===== src/rtl/lab_step_sequencer.sv =====
// Button front end and U-vector source for the lab control automaton: sync, debounce, step strobes, playback table.
// Build option LAB_STEP_DEBOUNCE_EN: defined builds the debounce counter, undefined passes the synchronized level straight through.
//
// state | meaning
// IDLE  | manual steps on each press; a press in playback mode starts RUN
// RUN   | replaying table entries, one step every PERIOD cycles
// DONE  | last entry issued; waiting for a press to return to IDLE
module lab_step_sequencer #(
  parameter int DEB_CYCLES = 16,
  parameter int PERIOD     = 64,
  parameter int AW         = 4
) (
  input  logic          clk,
  input  logic          rst,
  input  logic          count,
  input  logic          mode,
  input  logic [7:0]    U_sw,
  input  logic [AW-1:0] vec_last,
  input  logic          wr_en,
  input  logic [AW-1:0] wr_addr,
  input  logic [7:0]    wr_data,
  output logic [7:0]    U,
  output logic          step,
  output logic [AW-1:0] idx,
  output logic [1:0]    seq_state,
  output logic          press
);

  localparam int DEPTH = 1 << AW;
  localparam int PER_W = $clog2(PERIOD);

  typedef enum logic [1:0] {
    IDLE = 2'd0,
    RUN  = 2'd1,
    DONE = 2'd2
  } state_e;

  logic s1_d, s1_q, s2_d, s2_q;
  logic press_lvl;
  logic press_dly_d, press_dly_q;
  logic press_p_d, press_p_q;

  state_e            state_d, state_q;
  logic              step_d, step_q;
  logic [7:0]        u_d, u_q;
  logic [AW-1:0]     idx_d, idx_q;
  logic [AW-1:0]     idx_nxt;
  logic [PER_W-1:0]  per_cnt_d, per_cnt_q;
  logic [7:0]        tbl_d [DEPTH];
  logic [7:0]        tbl_q [DEPTH];

`ifdef LAB_STEP_DEBOUNCE_EN
  localparam int DEB_W = $clog2(DEB_CYCLES);

  logic [DEB_W-1:0] deb_cnt_d, deb_cnt_q;
  logic             press_d, press_q;

  // A level change is accepted only after DEB_CYCLES consecutive differing samples.
  always_comb begin
    deb_cnt_d = '0;
    press_d   = press_q;
    if (s2_q != press_q) begin
      if (deb_cnt_q == DEB_W'(DEB_CYCLES - 1)) begin
        press_d = s2_q;
      end else begin
        deb_cnt_d = deb_cnt_q + 1'b1;
      end
    end
  end

  always_ff @(posedge clk) begin
    if (rst) begin
      deb_cnt_q <= '0;
      press_q   <= 1'b0;
    end else begin
      deb_cnt_q <= deb_cnt_d;
      press_q   <= press_d;
    end
  end

  assign press_lvl = press_q;
`else
  assign press_lvl = s2_q;
`endif

  assign idx_nxt = idx_q + 1'b1;

  always_comb begin
    s1_d        = count;
    s2_d        = s1_q;
    press_dly_d = press_lvl;
    press_p_d   = press_lvl & ~press_dly_q;

    state_d   = state_q;
    step_d    = 1'b0;
    u_d       = u_q;
    idx_d     = idx_q;
    per_cnt_d = per_cnt_q;

    tbl_d = tbl_q;
    if (wr_en) begin
      tbl_d[wr_addr] = wr_data;
    end

    case (state_q)
      IDLE: begin
        if (press_p_q) begin
          step_d = 1'b1;
          if (!mode) begin
            u_d = U_sw;
          end else begin
            u_d       = tbl_q[0];
            idx_d     = '0;
            per_cnt_d = '0;
            state_d   = (vec_last == '0) ? DONE : RUN;
          end
        end
      end
      RUN: begin
        // An abort press wins over a step that falls due in the same cycle.
        if (press_p_q) begin
          state_d = IDLE;
        end else if (per_cnt_q == PER_W'(PERIOD - 1)) begin
          step_d    = 1'b1;
          idx_d     = idx_nxt;
          u_d       = tbl_q[idx_nxt];
          per_cnt_d = '0;
          if (idx_nxt == vec_last) begin
            state_d = DONE;
          end
        end else begin
          per_cnt_d = per_cnt_q + 1'b1;
        end
      end
      DONE: begin
        if (press_p_q) begin
          state_d = IDLE;
          idx_d   = '0;
        end
      end
      default: state_d = IDLE;
    endcase
  end

  always_ff @(posedge clk) begin
    if (rst) begin
      s1_q        <= 1'b0;
      s2_q        <= 1'b0;
      press_dly_q <= 1'b0;
      press_p_q   <= 1'b0;
      state_q     <= IDLE;
      step_q      <= 1'b0;
      u_q         <= '0;
      idx_q       <= '0;
      per_cnt_q   <= '0;
      for (int i = 0; i < DEPTH; i++) begin
        tbl_q[i] <= '0;
      end
    end else begin
      s1_q        <= s1_d;
      s2_q        <= s2_d;
      press_dly_q <= press_dly_d;
      press_p_q   <= press_p_d;
      state_q     <= state_d;
      step_q      <= step_d;
      u_q         <= u_d;
      idx_q       <= idx_d;
      per_cnt_q   <= per_cnt_d;
      tbl_q       <= tbl_d;
    end
  end

  assign U         = u_q;
  assign step      = step_q;
  assign idx       = idx_q;
  assign seq_state = state_q;
  assign press     = press_lvl;

endmodule

===== config.mk =====
export PLATFORM = sky130hd
export DESIGN_NAME = lab_step_sequencer
export DESIGN_NICKNAME = d
export VERILOG_FILES = /design/src/rtl/lab_step_sequencer.sv
export SDC_FILE = /design/constraint.sdc
export NUM_CORES = 1
export LEC_CHECK = 0
export CAP_MARGIN = 20
export CORE_MARGIN = 1
export CORE_UTILIZATION = 53
export CTS_CLUSTER_SIZE = 10
export DETAILED_ROUTE_END_ITERATION = 10
export GPL_TIMING_DRIVEN = 0
export PLACE_DENSITY = 0.8
export SETUP_SLACK_MARGIN = 0.15
export SLEW_MARGIN = 20
export SYNTH_ARGS = -nofsm -noshare
export SYNTH_HDL_FRONTEND = slang
export SYNTH_SLANG_ARGS = --single-unit

===== constraint.sdc =====
create_clock -name clk -period 2 [get_ports clk]
set_input_delay 0.5 -clock clk [delete_from_list [all_inputs] [get_ports clk]]
set_output_delay 0.5 -clock clk [all_outputs]
set_load 0.02 [all_outputs]

==> run summary <==
• Routed WL per cell: 21.3 um
• insertion delay of the later-clocked pin in the worst-skew pair: 430 ps
• yosys warns: 0
• Remaining DRCs: 0
• # clock sinks: 153
• RePlAce Congestion: 0.912
• most frequent cells in the layout: sky130_fd_sc_hd__dfxtp_1, sky130_fd_sc_hd__nand2_1, sky130_fd_sc_hd__a21oi_1, sky130_fd_sc_hd__o21ai_0, sky130_fd_sc_hd__mux2i_1
• buffers from clock root to sink, at most: 2
• count of nets after finishing: 854
• number of antenna diodes: 0
• global routing usage summed across all routing layers: 32.4%
• DRC marker count from the first detailed-route iteration: 855
• Clk pin slew, worst setup/hold paths: 60 ps
• post-route antenna net violation count: 0
• slew at the pin closest to its max-slew limit: 808 ps
• starting density of the core: 54.9%
• portion of the clock cycle consumed by the worst path in the final layout: 96.2%
• number of failing hold endpoints at the final stage: 0
• Final Slew Violations: 0
• largest cells by area after synthesis: sky130_fd_sc_hd__dfxtp_1, sky130_fd_sc_hd__mux2i_1, sky130_fd_sc_hd__mux4_2
• most used flip-flop cell after synthesis: sky130_fd_sc_hd__dfxtp_1
• cell area after synthesis: 0.00701 mm2
• net load switching power: 0.00156 W
• Unique masters post-synth: 52
• clock tree from TritonCTS: built
• switching share of power: 22.3%
• RSZ-0062 raised after global routing: yes
• Critical Path Start Type: flip-flop
• filler cell count in the final layout: 900
• fraction of registers with async set or reset after synthesis: 0%
• maximum vdd drop: 0.000612 V
• crit path max fanout: 7
• layout overhead on the synthesized area: 22.8%
• max-capacitance violation count: 0
• Fmax achieved: 0.520 GHz
• Hold WS: 387 ps
• area share of the largest cell type after synthesis: 43.7%
• power share of the clock group: 49.2%
• reg2reg setup slack: 80 ps
• share of post-route cells with drive strength above 1: 17.0%
• class of the tightest hold or removal check: reg -> reg
• Rel. slew slack: 46.1%
• sum of overflow across all layers after global routing: 0
• clock root buffer: sky130_fd_sc_hd__clkbuf_16
• Die Span Y: 117 um
• Min-Delay Endpoint: press_p_q$_SDFF_PP0_
• Worst R2R Start: idx[0]$_SDFFE_PP0P_
• IO buf count: 44
• Placeable Area: 0.0128 mm2
• total I/O pin count: 45
• share of synthesized area occupied by flip-flops and latches: 43.7%
• Synth Instances: 747
• combinational fraction of design power: 6.4%
• leading cell type in the layout, fill and taps excluded: sky130_fd_sc_hd__dfxtp_1
• sequential share of power: 44.4%
• min cycle time layout: 1920 ps
• count of final setup violators: 0
• H-tree Lvls: 4
• worst hold path startpoint: press_dly_q$_SDFF_PP0_
• worst reg2reg endpoint: U[1]$_SDFFE_PP0P_
• final setup skew: 7.37 ps
• Die Area: 0.0137 mm2
• critical path data arrival time: 2230 ps
• Synthesized Nets: 778
• total iterations of the first detailed-routing run: 7
• EDFF count, synth: 0
• via density per instance: 6.38
• Lkg Pwr: 3.35 nW
• Mean Syn Cell Area: 9.38 um2
• type of destination of the critical path: flip-flop
• CP required: 2300 ps
• hpwl dp: 14.4 mm
• Setup CP Type: reg -> reg
• number of buffers added by the clock tree synthesis step: 17
• length in cells of the worst reg-to-reg path: 6
• number of antenna violations at the first check in global routing: 0
• FP Rows: 41
• outcome: finished, final reports clean
• count of state elements after synthesis: 153
• global-route wire length before repair: 32.6 mm
• routed wire length: 21.5 mm
• internal power: 0.00544 W
• number of global-route vias before repair: 6269
• Vias: 6422
• accumulated negative setup slack: 0 ps
• Power Dens Cells: 814 mW/mm2
• maximum number of pins on one net before global-route repair: 17
• cell taking the most area after synthesis: sky130_fd_sc_hd__dfxtp_1
• cell depth of the worst min-delay path: 1
• horizontal die dimension: 117 um
-- cell families after synthesis --
group                    after synthesis  share of synthesized area [%]
XOR/XNOR                               8                           1.21
buffers and inverters                 68                           4.39
AND/OR/NAND/NOR                      221                           14.7
multiplexers                          96                           20.0
adder cells (fa/ha/maj)                2                          0.357
flip-flops                           153                           43.7
AO/OA/AOI/OAI                        199                           15.7
-- per-layer routing --
| layer | vias to the layer above | GRT usage [%] | share of wire (%) |
|---|---|---|---|
| li1 | 2847 | - | - |
| met2 | 378 | 53.1 | 47 |
| met4 | 0 | 20.0 | 5.0 |
| met1 | 3105 | 38.8 | 40 |
| met3 | 92 | 7.52 | 8.5 |
| met5 | - | 0 | 0 |
-- critical path: stages, from the launching register on --
cell,delay (ps)
sky130_fd_sc_hd__dfxtp_4,360
sky130_fd_sc_hd__ha_4,270
sky130_fd_sc_hd__buf_8,140
sky130_fd_sc_hd__mux4_2,510
sky130_fd_sc_hd__mux2_4,300
sky130_fd_sc_hd__nand4_1,110
sky130_fd_sc_hd__o221ai_2,110
-- per-stage QoR --
| stage | power [W] | instances | utilization (%) | setup slack, ps | instance area [um2] |
|---|---|---|---|---|---|
| after global routing | 0.00716 | 1006 | 67.4 | 41.2 | 8600 |
| final | 0.00700 | 1006 | 67.4 | 76.4 | 8600 |
| after CTS | 0.00696 | 1003 | 66.7 | 82.1 | 8520 |
| after global placement | 0.00357 | 963 | 60.1 | -572 | 7670 |
| after floorplan | 0.00339 | 747 | - | 171 | 7020 |
| after detailed placement | 0.00358 | 963 | 60.1 | -654 | 7670 |
-- flip-flops by register name, indices dropped and copies added (netlist names) --
| signal | count |
|---|---|
| U | 8 |
| idx | 4 |
| per_cnt_q | 6 |
| press | 1 |
| press_dly_q | 1 |
| press_p_q | 1 |
| s1_q | 1 |
| seq_state | 2 |
| step | 1 |
| tbl_q | 128 |
-- worst max path at each step --
stage                         from                 endpoint  slack (ps)
2_1_floorplan  idx[1]$_SDFFE_PP0P_        U[0]$_SDFFE_PP0P_         170
3_3_place_gp                   rst   tbl_q[27]$_SDFFE_PP0P_        -570
3_5_place_dp                   rst  tbl_q[110]$_SDFFE_PP0P_        -650
4_1_cts        idx[0]$_SDFFE_PP0P_        U[0]$_SDFFE_PP0P_          80
5_1_grt        idx[0]$_SDFFE_PP0P_        U[1]$_SDFFE_PP0P_          40
6_report       idx[0]$_SDFFE_PP0P_        U[1]$_SDFFE_PP0P_          80
-- timing repair --
item,CTS,global route
buffers inserted,10,3
endpoints found under the hold margin,0,0
gates cloned,0,0
hold buffers,0,0
resized for setup,74,24
pin swaps,1,0
endpoints found under the setup margin,129,129
-- area by class of cell --
type                            instances  area [um2]  area share (%)
Inverter                                8        30.0           0.349
Buffer                                 60         375            4.36
Multi-Input combinational cell        526        3750            43.6
Tap cell                              172         215            2.50
Sequential cell                       153        3070            35.7
Clock buffer                           22         484            5.63
Timing Repair Buffer                   57         536            6.22
Clock inverter                          8         143            1.66
-- cell usage after synthesis, types with 2 or more instances --
master / instances
sky130_fd_sc_hd__nor2_1: 64
sky130_fd_sc_hd__ha_1: 2
sky130_fd_sc_hd__nand4_1: 10
sky130_fd_sc_hd__a211oi_1: 2
sky130_fd_sc_hd__nor2b_1: 7
sky130_fd_sc_hd__or3_1: 3
sky130_fd_sc_hd__mux2i_1: 56
sky130_fd_sc_hd__o21ai_0: 75
sky130_fd_sc_hd__dfxtp_1: 153
sky130_fd_sc_hd__mux4_1: 8
sky130_fd_sc_hd__o22ai_1: 9
sky130_fd_sc_hd__or4_1: 2
sky130_fd_sc_hd__nand2_1: 92
sky130_fd_sc_hd__a21oi_1: 86
sky130_fd_sc_hd__mux2_2: 8
sky130_fd_sc_hd__mux4_2: 24
sky130_fd_sc_hd__nand3b_1: 6
sky130_fd_sc_hd__nand3_1: 14
sky130_fd_sc_hd__xor2_1: 2
sky130_fd_sc_hd__xnor2_1: 4
sky130_fd_sc_hd__inv_1: 8
sky130_fd_sc_hd__nand2b_1: 10
sky130_fd_sc_hd__buf_2: 14
sky130_fd_sc_hd__buf_4: 3
sky130_fd_sc_hd__a31oi_1: 2
sky130_fd_sc_hd__a32oi_1: 2
sky130_fd_sc_hd__clkbuf_1: 40
sky130_fd_sc_hd__nor3_1: 2
sky130_fd_sc_hd__o211ai_1: 2
sky130_fd_sc_hd__o221ai_1: 15
-- power groups by stage --
stage / registers, W / logic (W) / clock network [W]
2_1_floorplan: 0.00317 / 0.000216 / 0
3_3_place_gp: 0.00317 / 0.000396 / 0
3_5_place_dp: 0.00317 / 0.000408 / 0
4_1_cts: 0.00311 / 0.000424 / 0.00343
5_1_grt: 0.00311 / 0.000471 / 0.00358
6_report: 0.00311 / 0.000447 / 0.00345
(Power assumes the default switching activity.)
